==> config.mk <==
export PLATFORM = sky130hd
export DESIGN_NAME = alu_issue_stage
export DESIGN_NICKNAME = d
export VERILOG_FILES = /design/src/rtl/alu_pkg.sv /design/src/rtl/alu_ctrl_decode.sv /design/src/rtl/alu_issue_stage.sv
export SDC_FILE = /design/constraint.sdc
export NUM_CORES = 1
export LEC_CHECK = 0
export BUFFER_PORTS_ARGS = -buffer_cell sky130_fd_sc_hd__buf_4
export CORE_AREA = 4 4 126 158
export CTS_BUF_LIST = sky130_fd_sc_hd__clkbuf_4 sky130_fd_sc_hd__clkbuf_8
export DETAILED_ROUTE_END_ITERATION = 6
export DIE_AREA = 0 0 130 162
export PLACE_DENSITY = 0.68
export SYNTH_ARGS = -nofsm -noshare
export SYNTH_HDL_FRONTEND = slang
export SYNTH_SLANG_ARGS = --single-unit
==> constraint.sdc <==
create_clock -name clk_i -period 4.4 [get_ports clk_i]
set_input_delay 0.66 -clock clk_i [delete_from_list [all_inputs] [get_ports clk_i]]
set_output_delay 0.66 -clock clk_i [all_outputs]
set_load 0.05 [all_outputs]
==> src/rtl/alu_pkg.sv <==
// Shared ALU issue definitions: ALU control codes, RV32 opcode/funct constants
// and the decoded entry carried through the issue buffer.
package alu_pkg;

  typedef enum logic [2:0] {
    ALU_AND  = 3'b000,
    ALU_XOR  = 3'b001,
    ALU_SLL  = 3'b010,
    ALU_ADD  = 3'b011,
    ALU_SUB  = 3'b100,
    ALU_MUL  = 3'b101,
    ALU_ADDI = 3'b110,
    ALU_SRAI = 3'b111
  } alu_op_e;

  localparam logic [6:0] OPC_OP     = 7'b0110011;
  localparam logic [6:0] OPC_OP_IMM = 7'b0010011;
  localparam logic [6:0] OPC_LOAD   = 7'b0000011;
  localparam logic [6:0] OPC_STORE  = 7'b0100011;
  localparam logic [6:0] OPC_BRANCH = 7'b1100011;

  localparam logic [2:0] F3_ADD_SUB = 3'b000;
  localparam logic [2:0] F3_SLL     = 3'b001;
  localparam logic [2:0] F3_WORD    = 3'b010;
  localparam logic [2:0] F3_XOR     = 3'b100;
  localparam logic [2:0] F3_SRA     = 3'b101;
  localparam logic [2:0] F3_AND     = 3'b111;
  localparam logic [2:0] F3_BEQ     = 3'b000;

  localparam logic [6:0] F7_BASE = 7'b0000000;
  localparam logic [6:0] F7_ALT  = 7'b0100000;
  localparam logic [6:0] F7_MUL  = 7'b0000001;

  typedef struct packed {
    alu_op_e     ctrl;
    logic [31:0] op_a;
    logic [31:0] op_b;
    logic [4:0]  rd;
    logic        reg_write;
    logic        illegal;
  } entry_t;

  function automatic logic [31:0] sext12(input logic [11:0] imm);
    return {{20{imm[11]}}, imm};
  endfunction

endpackage

==> src/rtl/alu_ctrl_decode.sv <==
// Combinational RV32 decode of one instruction into an ALU issue entry.
module alu_ctrl_decode
  import alu_pkg::*;
(
  input  logic [31:0] instr,
  input  logic [31:0] rs1_data,
  input  logic [31:0] rs2_data,
  output entry_t      entry
);

  logic [6:0] opcode;
  logic [2:0] funct3;
  logic [6:0] funct7;
  logic       legal;

  assign opcode = instr[6:0];
  assign funct3 = instr[14:12];
  assign funct7 = instr[31:25];

  always_comb begin
    entry           = '0;
    entry.ctrl      = ALU_ADD;
    legal           = 1'b0;
    unique case (opcode)
      OPC_OP: begin
        legal = 1'b1;
        if      (funct7 == F7_BASE && funct3 == F3_AND)     entry.ctrl = ALU_AND;
        else if (funct7 == F7_BASE && funct3 == F3_XOR)     entry.ctrl = ALU_XOR;
        else if (funct7 == F7_BASE && funct3 == F3_SLL)     entry.ctrl = ALU_SLL;
        else if (funct7 == F7_BASE && funct3 == F3_ADD_SUB) entry.ctrl = ALU_ADD;
        else if (funct7 == F7_ALT  && funct3 == F3_ADD_SUB) entry.ctrl = ALU_SUB;
        else if (funct7 == F7_MUL  && funct3 == F3_ADD_SUB) entry.ctrl = ALU_MUL;
        else legal = 1'b0;
        entry.op_b      = rs2_data;
        entry.reg_write = 1'b1;
      end
      OPC_OP_IMM: begin
        if (funct3 == F3_ADD_SUB) begin
          legal      = 1'b1;
          entry.ctrl = ALU_ADDI;
          entry.op_b = sext12(instr[31:20]);
        end else if (funct3 == F3_SRA && funct7 == F7_ALT) begin
          legal      = 1'b1;
          entry.ctrl = ALU_SRAI;
          entry.op_b = {27'b0, instr[24:20]};
        end
        entry.reg_write = 1'b1;
      end
      OPC_LOAD: begin
        legal           = (funct3 == F3_WORD);
        entry.ctrl      = ALU_ADDI;
        entry.op_b      = sext12(instr[31:20]);
        entry.reg_write = 1'b1;
      end
      OPC_STORE: begin
        legal      = (funct3 == F3_WORD);
        entry.ctrl = ALU_ADDI;
        entry.op_b = sext12({instr[31:25], instr[11:7]});
      end
      OPC_BRANCH: begin
        legal      = (funct3 == F3_BEQ);
        entry.ctrl = ALU_SUB;
        entry.op_b = rs2_data;
      end
      default: legal = 1'b0;
    endcase

    entry.op_a = rs1_data;
    entry.rd   = instr[11:7];
    if (entry.rd == 5'd0) entry.reg_write = 1'b0;

    // Undecodable words collapse to a zero-operand add that writes nothing.
    if (!legal) begin
      entry           = '0;
      entry.ctrl      = ALU_ADD;
      entry.rd        = instr[11:7];
      entry.illegal   = 1'b1;
    end
  end

endmodule

==> src/rtl/alu_issue_stage.sv <==
// ALU issue stage: decodes incoming instructions into a 2-entry in-order
// buffer (head + skid) with a registered ready toward upstream.
module alu_issue_stage
  import alu_pkg::*;
(
  input  logic        clk_i,
  input  logic        rst_i,
  input  logic        in_valid_i,
  output logic        in_ready_o,
  input  logic [31:0] instr_i,
  input  logic [31:0] rs1_data_i,
  input  logic [31:0] rs2_data_i,
  input  logic        flush_i,
  output logic        out_valid_o,
  input  logic        out_ready_i,
  output logic [2:0]  alu_ctrl_o,
  output logic [31:0] op_a_o,
  output logic [31:0] op_b_o,
  output logic [4:0]  rd_o,
  output logic        reg_write_o,
  output logic        illegal_o
);

  typedef enum logic [1:0] {
    S_EMPTY = 2'd0,
    S_ONE   = 2'd1,
    S_TWO   = 2'd2
  } state_e;

  state_e state_q, state_d;
  entry_t head_q, head_d;
  entry_t skid_q, skid_d;
  entry_t dec_entry;
  entry_t out_entry;
  logic   in_ready_q;
  logic   accept;
  logic   consume;

  alu_ctrl_decode u_decode (
    .instr    (instr_i),
    .rs1_data (rs1_data_i),
    .rs2_data (rs2_data_i),
    .entry    (dec_entry)
  );

  assign out_valid_o = (state_q != S_EMPTY);
  assign in_ready_o  = in_ready_q;
  assign accept      = in_valid_i & in_ready_q;
  assign consume     = out_valid_o & out_ready_i;

  always_comb begin
    state_d = state_q;
    head_d  = head_q;
    skid_d  = skid_q;
    unique case (state_q)
      S_EMPTY: begin
        if (accept) begin
          state_d = S_ONE;
          head_d  = dec_entry;
        end
      end
      S_ONE: begin
        if (accept && consume) begin
          head_d = dec_entry;
        end else if (accept) begin
          state_d = S_TWO;
          skid_d  = dec_entry;
        end else if (consume) begin
          state_d = S_EMPTY;
        end
      end
      S_TWO: begin
        if (consume) begin
          state_d = S_ONE;
          head_d  = skid_q;
        end
      end
      default: state_d = S_EMPTY;
    endcase
    if (flush_i) state_d = S_EMPTY;
  end

  always_ff @(posedge clk_i or posedge rst_i) begin
    if (rst_i) begin
      state_q    <= S_EMPTY;
      head_q     <= '0;
      skid_q     <= '0;
      in_ready_q <= 1'b1;
    end else begin
      state_q    <= state_d;
      head_q     <= head_d;
      skid_q     <= skid_d;
      in_ready_q <= (state_d != S_TWO);
    end
  end

  assign out_entry   = out_valid_o ? head_q : '0;
  assign alu_ctrl_o  = out_entry.ctrl;
  assign op_a_o      = out_entry.op_a;
  assign op_b_o      = out_entry.op_b;
  assign rd_o        = out_entry.rd;
  assign reg_write_o = out_entry.reg_write;
  assign illegal_o   = out_entry.illegal;

endmodule
==> impl_metrics.json <==
{
  "status": "finished clean",
  "die_area_um2": 21100,
  "maxCapViolations": 0,
  "rrSetupSlack_ps": 1940,
  "cts_hold_buf": 0,
  "period_needed_ps": 3130,
  "final_common_cell": "buf_4",
  "dp.cells": 1224,
  "hp-class": "input pin to asynchronous set/reset pin",
  "start_kind": "flip-flop",
  "leakagePower_nw": 4.54,
  "post-route-period-util": 0.710,
  "routedWlPerCell_um": 16.9,
  "tns_ps": 0,
  "cts_htree_levels": 4,
  "crit_type": "flip-flop to output pin",
  "cellPowerDensity_nw_per_um2": 301,
  "finalSetupViolCount": 0,
  "start_util": 0.422,
  "dr.max_layer_used": "met4",
  "rows": 56,
  "post-cts-setup-buffer-count": 0,
  "rsz0062_at_grt": "false",
  "peakVddDrop_v": 0.000207,
  "routed-via-count": 6836,
  "ctsLongestPathBuffers": 2,
  "critPathMaxFanout": 55,
  "slew_violations": 0,
  "numCtsBuffers": 17,
  "end_kind": "output pin",
  "synthArstFlopShare": 1.00,
  "dr.pass1.iters": 5,
  "grt_start_max_net_pins": 89,
  "viasPerCell": 5.44,
  "synth-main-ff-cell": "dfrtp_1",
  "grt_pass1_wl_um": 34300,
  "drtIter0Drc": 592,
  "grt_use_total": 0.202,
  "insertion_delay_ps": 440,
  "syn_nets": 989,
  "coreArea_um2": 18500,
  "synth_cell_types": 53,
  "nets": 1112,
  "grt_pass1_vias": 6692,
  "antenna_left": 0,
  "io_pins": 177,
  "finalHoldViolCount": 0,
  "syn_area_um2": 7810,
  "drive_above_1_share": 0.240,
  "r2r-start": "state_q[0]$_DFF_PP0_",
  "cts_root_buf": "clkbuf_8",
  "post_cts_resize_count": 0,
  "fp.dieW_um": 130,
  "place_hpwl_um": 13800,
  "syn_area_per_cell_um2": 8.80,
  "syn_to_final_growth_pct": 22.6,
  "die_height_um": 162,
  "rr_endpoint": "skid_q[24]$_DFFE_PP0P_",
  "p_total_mw": 2.88,
  "ys_seq_area_frac": 0.484,
  "critPathArrivalTime_ps": 2470,
  "clock.fmax_ghz": 0.320,
  "synth_edf_count": 0,
  "reg2reg_depth": 4,
  "final_cell_mix": "buf_4, nand2_1, dfrtp_1",
  "wl_met1_um": 9360,
  "clkTransAtPathRegs_ps": 90,
  "overflow": 0,
  "worst_pin_slew_ps": 907,
  "cts.sinks": 151,
  "synthCells": 888,
  "clock_skew_ps": 13.0,
  "tritoncts": "yes",
  "fin_cells": 1256,
  "cp.required_ps": 3740,
  "yosys_warnings": 0,
  "io_buffers": 171,
  "drt-total-wl_um": 21200,
  "antennaDiodeCount": 0,
  "post-route-drc-count": 0,
  "slew_headroom": 0.395,
  "antenna_found_initial": 0,
  "wl_met2_um": 10500,
  "ys_ff_latch": 151,
  "place_congestion": 0.836,
  "met3_length_um": 997
}
==> how the worst max path moves through the flow <==
stage | startpoint | end | slack, ps | depth (start not counted)
final | state_q[1]$_DFF_PP0_ | op_b_o[21] | 1270 | 4
after CTS | state_q[1]$_DFF_PP0_ | op_b_o[11] | 1190 | 4
after floorplan | rst_i | head_q[0]$_DFFE_PP0P_ | 1840 | 1
after global placement | instr_i[4] | head_q[34]$_DFFE_PP0P_ | 1570 | 7
after detailed placement | instr_i[30] | head_q[30]$_DFFE_PP0P_ | 1530 | 7
after global routing | state_q[1]$_DFF_PP0_ | op_a_o[26] | 1070 | 4
==> cell families after synthesis <==
group	after synthesis	share of synthesized area
compound gates	278	0.225
xor+xnor	3	0.00432
buf+inv	89	0.0520
flops	151	0.484
simple gates	367	0.235
==> critical path, cell delays in order, from the launching register on <==
cell     delay, ps
dfrtp_1        600
or2_2          440
buf_4          510
and2_1         250
buf_4          210
==> where the power goes <==
group | switching, mW | leakage (nW) | internal (mW)
logic | 0.284 | 2.31 | 0.139
clock network | 0.558 | 0.176 | 0.457
registers | 0.0212 | 2.05 | 1.42
==> flip-flops by register name, summed over array words and instances (netlist names) <==
signal and cells:
in_ready_o 1, state_q 2, head_q 74, skid_q 74
==> synth_stat cells (6+ instances only) <==
master    number  share of area
nand2_1      180          0.086
dfrtp_1      150           0.48
a21oi_1       94          0.060
and2_1        76          0.061
o21ai_0       71          0.045
clkbuf_1      65          0.031
and3_1        63          0.050
o31ai_1       51          0.049
nor2_1        14         0.0067
o31ai_2       13          0.021
o21ai_1        9         0.0058
a31oi_1        8         0.0064
buf_6          8          0.012
inv_1          7         0.0034
buf_2          6         0.0038
==> routing by layer <==
metal / up-vias / track usage
li1: 3348 / -
met1: 3277 / 0.265
met2: 185 / 0.342
met3: 26 / 0.0368
met4: 0 / 0.0567
met5: - / 0
==> through the flow <==
step | utilization | hold slack (ps) | setup WS [ps] | area [um2]
6_report | 0.518 | 166 | 1270 | 9580
5_1_grt | 0.518 | 142 | 1070 | 9580
4_1_cts | 0.518 | 140 | 1190 | 9580
3_5_place_dp | 0.498 | 457 | 1530 | 9210
3_3_place_gp | 0.498 | 451 | 1570 | 9210
2_1_floorplan | - | 440 | 1840 | 7820
==> cell type report <==
cell class | count | area, um2
clock buffers | 17 | 234
repair buffers | 186 | 1430
multi-input cells | 648 | 3670
well taps | 232 | 290
flip-flops and latches | 151 | 3780
clock inverters | 15 | 143
inverters | 7 | 30.0
fillers | 1803 | 8910
(Power assumes the default switching activity.)
